===== src/rtl/updown_mod_counter_n.sv =====
`default_nettype none
// ============================================================================
// Module   : updown_mod_counter_n
// Brief    : DIGITS-digit modulo-RADIX synchronous up/down counter with count
//            enable, parallel load and enable-qualified carry/borrow output.
//            Optional macro UPDOWN_COUNTER_SAT_EN: saturate at terminal count
//            instead of wrapping.
// Revision : 1.0 - initial release
// ============================================================================
module updown_mod_counter_n #(
  parameter  int RADIX  = 10,
  parameter  int DIGITS = 2,
  localparam int DW     = $clog2(RADIX)
) (
  input  logic                 clk,
  input  logic                 R,
  input  logic                 M,
  input  logic                 en,
  input  logic                 ld,
  input  logic [DIGITS*DW-1:0] d,
  output logic [DIGITS*DW-1:0] Q,
  output logic [DIGITS*DW-1:0] Qbar,
  output logic                 tc,
  output logic                 cout
);

  localparam logic [DW-1:0] c_DIG_MAX = DW'(RADIX - 1);
  localparam logic [DW:0]   c_RADIX_X = (DW + 1)'(RADIX);

  logic [DIGITS*DW-1:0] r_q;
  logic [DIGITS*DW-1:0] r_qbar;
  logic [DIGITS*DW-1:0] w_next;
  logic [DIGITS-1:0]    w_hit;
  logic [DIGITS:0]      w_ripple;
  logic                 w_term;
  logic                 w_step;

  // w_ripple[k] is high when every digit below k sits at its roll-over value
  always_comb begin : p_ripple
    logic v_run;
    v_run = 1'b1;
    for (int k = 0; k < DIGITS; k++) begin
      w_ripple[k] = v_run;
      v_run       = v_run & w_hit[k];
    end
    w_ripple[DIGITS] = v_run;
  end

  assign w_term = w_ripple[DIGITS];

`ifdef UPDOWN_COUNTER_SAT_EN
  assign w_step = en & ~w_term;
`else
  assign w_step = en;
`endif

  for (genvar k = 0; k < DIGITS; k++) begin : g_digit
    logic [DW-1:0] w_cur;
    logic [DW-1:0] w_ld;
    logic [DW-1:0] w_ld_ok;
    logic [DW-1:0] w_upd;

    assign w_cur    = r_q[k*DW +: DW];
    assign w_ld     = d[k*DW +: DW];
    assign w_hit[k] = M ? (w_cur == '0) : (w_cur == c_DIG_MAX);

    // Out-of-range load digits are forced to zero so Q never leaves 0..RADIX-1
    assign w_ld_ok  = ({1'b0, w_ld} < c_RADIX_X) ? w_ld : '0;

    assign w_upd    = M ? ((w_cur == '0)        ? c_DIG_MAX : w_cur - DW'(1))
                        : ((w_cur == c_DIG_MAX) ? '0        : w_cur + DW'(1));

    assign w_next[k*DW +: DW] = ld                     ? w_ld_ok :
                                (w_step & w_ripple[k]) ? w_upd   :
                                                         w_cur;
  end

  always_ff @(posedge clk or posedge R) begin
    if (R) begin
      r_q    <= '0;
      r_qbar <= '1;
    end else begin
      r_q    <= w_next;
      r_qbar <= ~w_next;
    end
  end

  assign Q    = r_q;
  assign Qbar = r_qbar;
  assign tc   = w_term & ~R;
  assign cout = w_term & en & ~R;

endmodule
`default_nettype wire


===== config.mk =====
export PLATFORM = sky130hd
export DESIGN_NAME = updown_mod_counter_n
export DESIGN_NICKNAME = d
export VERILOG_FILES = /design/src/rtl/updown_mod_counter_n.sv
export SDC_FILE = /design/constraint.sdc
export NUM_CORES = 1
export LEC_CHECK = 0
export BUFFER_PORTS_ARGS = -buffer_cell sky130_fd_sc_hd__clkbuf_2
export CAP_MARGIN = 10
export CORE_MARGIN = 2
export CORE_UTILIZATION = 46
export DETAILED_ROUTE_END_ITERATION = 10
export HOLD_SLACK_MARGIN = 0.1
export PLACE_DENSITY = 0.75
export RECOVER_POWER = 50
export SETUP_SLACK_MARGIN = 0.3
export SLEW_MARGIN = 20
export SYNTH_ARGS = -nofsm -noshare
export SYNTH_HDL_FRONTEND = slang
export SYNTH_SLANG_ARGS = --single-unit

===== constraint.sdc =====
create_clock -name clk -period 1.48 [get_ports clk]
set_clock_uncertainty 0.05 [all_clocks]
set_input_delay 0.148 -clock clk [delete_from_list [all_inputs] [get_ports clk]]
set_output_delay 0.148 -clock clk [all_outputs]
set_load 0.03 [all_outputs]

Word-level counts from Yosys, hierarchy flattened
Index checks and enable logic that the tools add are counted.
{"block": "totals", "register_bits": 16, "input_bits": 13, "out_inout_bits": 18, "word_cells": 33}
{"block": "classes", "addsub": 4, "n_lt_le_gt_ge": 2, "eq_ne": 2, "mux": 14, "bitwise_logic": 7, "n_reduce_logical": 2}
{"op": "$mux W4", "n": 12}
{"op": "$add A4 B1 Y4 const B", "n": 2}
{"op": "$eq A4 B4 Y1 const B", "n": 2}
{"op": "$logic_not A4 Y1", "n": 2}
{"op": "$lt A4 B4 Y1 const B", "n": 2}
{"op": "$not A8 Y8", "n": 1}
{"op": "$sub A4 B1 Y4 const B", "n": 2}
{"op": "$and A1 B1 Y1", "n": 5}
{"op": "$mux W1", "n": 2}
{"op": "$not A1 Y1", "n": 1}

Longest topological paths before layout
{"block": "logic_depth", "ltp_word": 6, "ltp_mapped": 6}

Worst setup path after synthesis
Ideal clock, no wire load.
{"block": "synth_timing", "path_kind": "flip-flop to flip-flop", "startpoint": "register (tool-made name)", "endpoint": "register r_qbar[5], in the netlist Qbar[5]", "arrival_ns": 1.606, "t_required_ns": 1.351, "slack_ns": -0.255, "path_stages_with_launch": 6, "synth_period_minus_slack_ns": 1.735, "path_cell_list": "dfrtp_1 -> nand2b_2 -> o22ai_4 -> nand2_4 -> or3_1 -> a22o_1"}
{"element": "end signal: assignment", "line": "84", "rtl": "r_qbar <= ~w_next;"}
{"element": "end: declaration", "line": "31", "rtl": "logic [DIGITS*DW-1:0] r_qbar;"}

==> impl_results.md <==
- Run status: finished with violations
- Violated checks: setup timing
- Clock tree buffer depth: 2
- F_max: 0.594 GHz
- CTS sink cnt: 16
- Max Slew Vio Count: 0
- Pre-CTS WS: -53.6 ps
- Leading post-synthesis cells by cell area: dfstp_2 (20%), dfrtp_1 (19%), o21ai_0 (4.2%), buf_2 (3.7%), a21oi_1 (3.3%)
- Final period util: 114%
- FP Rows: 17
- Ys Warns: 0
- Hold Path Class: input port to flop
- WL met3: 172 um
- Total Neg Setup Slack: -1840 ps
- CORE AREA: 0.00221 mm2
- Max Cap Viol: 0
- Port bufs: 30
- Final Hold Viols: 0
- Slowest CP cell: dfrtp_2
- Relative slew margins: 58.4%
- Met2 routed WL: 1830 um
- DRT antenna net count: 0
- Highest routed layer: met4
- Crit. End Element: output pin
- Largest net degree at the start of global routing: 24
- Worst slew pin tran: 623 ps
- Finished Cell Area: 0.00192 mm2
- Post-synth top area share: 19.6%
- Initial Util: 48.4%
- Worst-path clk slew: 100 ps
- Syn nets: 130
- # setup viols final: 16
- CP delay by family, top: flip-flops
- Nets: 190
- Worst VDD drop: 0.727 mV
- Number of H-tree levels: 1
- Root Buffer: clkbuf_4
- Syn avg cell area: 9.15 um2
- Die span in y: 52.3 um
- Mapped Area: 0.00107 mm2
- Placed cell area: 0.00133 mm2
- Die area: 0.00273 mm2
- Final std cells w/o fill: 204
- Initial antenna violation count: 0
- Syn Inst Count: 117
- Worst Path Max Fanout: 4
- Arrival time at the worst endpoint: 1480 ps
- Initial drt markers: 24
- Tot Pwr: 1.76 mW
- M1 wire length: 1630 um
- Share of cells above drive strength 1: 65.3%
- Remaining DRCs: 0
- Buf/Inv on CP: 1
- First-pass GRT wire length: 5240 um
- Area leader, netlist: dfstp_2
- Netlist cell types: 44
- Vias: 1,173
- Boundary pin count: 31
- DIE WIDTH: 52.3 um
- Slack of the critical path: -203 ps
- Nature of the critical path startpoint: flop
- Cells along the critical path: nor2_1, nand2_1, a21oi_2, and4_4, buf_8
- Pwr dens: 916 mW/mm2
- Global route overflow: 0
- Total Wirelength: 3690 um
- Num CTS Buffers: 3
- Clock Latency Late Sink: 290 ps
- N_diodes: 0
- Drt wl/cell: 18.1 um
- Critical path class: flop to output pin
- CP max stage delay: 450 ps
- Register area share after synthesis: 38.3%
- Static Leak: 0.813 nW
- First-pass iteration count of the detailed router: 4
- Layout area overhead: 79.3%
- Via-to-Cell Ratio: 5.75
- Vias in the first global route: 1,140
- Placed cell count: 176
- Crit path required time: 1280 ps
- Synth Register Bits: 16
- All-layer global routing usage: 26.6%
- RSZ-0062 raised after global routing: true
- CTS tree: built
- HPWL after DPL: 1920 um
- Final min period: 1680 ps
- Gpl congestion: 0.890
==> repair_timing <==
item	in CTS	in global routing
setup endpoints to repair	31	33
gates resized for setup	64	33
pin swaps	15	8
endpoints found under the hold margin	12	0
hold buffers	4	0
buffers inserted	13	7
==> power by group <==
group	total, mW	switching (mW)	internal (mW)	leakage [nW]
clock	0.298	0.148	0.150	0.0210
sequential	0.581	0.0695	0.511	0.175
combinational	0.881	0.433	0.448	0.617
==> kinds of logic (layout without fill, tap and decap cells) <==
group / Yosys count / after routing / share of synthesized area, %
AND/OR/NAND/NOR: 40 / 40 / 23.1
flip-flops: 16 / 16 / 38.3
buffers and inverters: 15 / 74 / 6.54
multiplexers: 1 / 1 / 1.05
XOR/XNOR: 6 / 6 / 4.91
AO/OA/AOI/OAI: 39 / 39 / 26.1
==> layout make-up <==
type,instances,area (um2)
Inverter,4,15.0
Fill cell,109,292
Sequential cell,16,420
Multi-Input combinational cell,86,766
Tap cell,28,35.0
Clock buffer,4,36.3
Timing Repair Buffer,66,648
==> cell usage in the layout, fill, tap and decap left out, drive strengths merged, types with 2 or more instances in the layout <==
cell type     n
nor3b         2
xnor2         2
clkbuf       18
o22ai         2
dfstp         8
o21ai         9
nand2b        4
a21o          2
dfrtp         8
nor2b         2
nand3         5
o31a          3
o21a          4
nand3b        4
buf          48
nor2          7
xor2          4
a21oi         7
nand2         6
or2           2
o31ai         4
and3          2
inv           4
dlygate4sd3   4
==> metrics by stage <==
| stage | utilization (%) | hold slack (ps) |
|---|---|---|
| 2_1_floorplan | - | 6.63 |
| 3_3_place_gp | 60.3 | 189 |
| 3_5_place_dp | 60.3 | 200 |
| 4_1_cts | 80.9 | 102 |
| 5_1_grt | 86.8 | 103 |
| 6_report | 86.8 | 86.1 |
==> Yosys cell counts <==
library cell	number
nor4_1	1
nor3b_1	1
nand2b_1	3
or2_2	2
nand2_4	1
buf_2	8
nor3b_4	1
a32oi_1	1
nand2b_2	1
a21o_1	2
o21ai_0	9
and3_1	1
a22oi_1	1
xor2_1	4
nand3_1	5
nor2_1	7
o21a_1	4
buf_4	1
clkbuf_1	2
or3_1	1
dfrtp_1	8
o22ai_4	1
o311a_1	1
o31a_1	3
or2b_1	1
o32a_1	1
nand4b_1	1
o31ai_1	4
o311ai_0	1
a22o_1	1
and3_2	1
mux2_2	1
and4_2	1
xnor2_1	2
nand3b_1	4
inv_1	4
o32ai_1	1
o22ai_1	1
dfstp_2	8
nor3_1	1
a21oi_1	7
a311oi_1	1
nor2b_1	2
nand2_1	5
==> path summary, 6_finish.rpt <==
kind                       slack (ps)                         end  cells after the start  startpoint
setup / recovery                 -200                        cout                      5        flop
hold / removal                     90                        Q[4]                      3        d[4]
setup reg to reg                 -180                     Qbar[5]                      6        Q[0]
hold reg to reg                   710                        Q[5]                      2        Q[5]
max in group asynchronous         470                        Q[1]                      3           R
min in group asynchronous         470  asynchronous set/reset pin                      3           R
==> tightest hold or removal path: stages <==
cell and delay, ps:
clkbuf_2 80, nand3_1 100, o21ai_1 80
==> per-layer routing <==
metal  vias up  track usage, %
li1        544               -
met1       578            37.3
met2        44            42.2
met3         7            2.57
met4         0            10.7
met5         -               0
(Power assumes the default switching activity.)
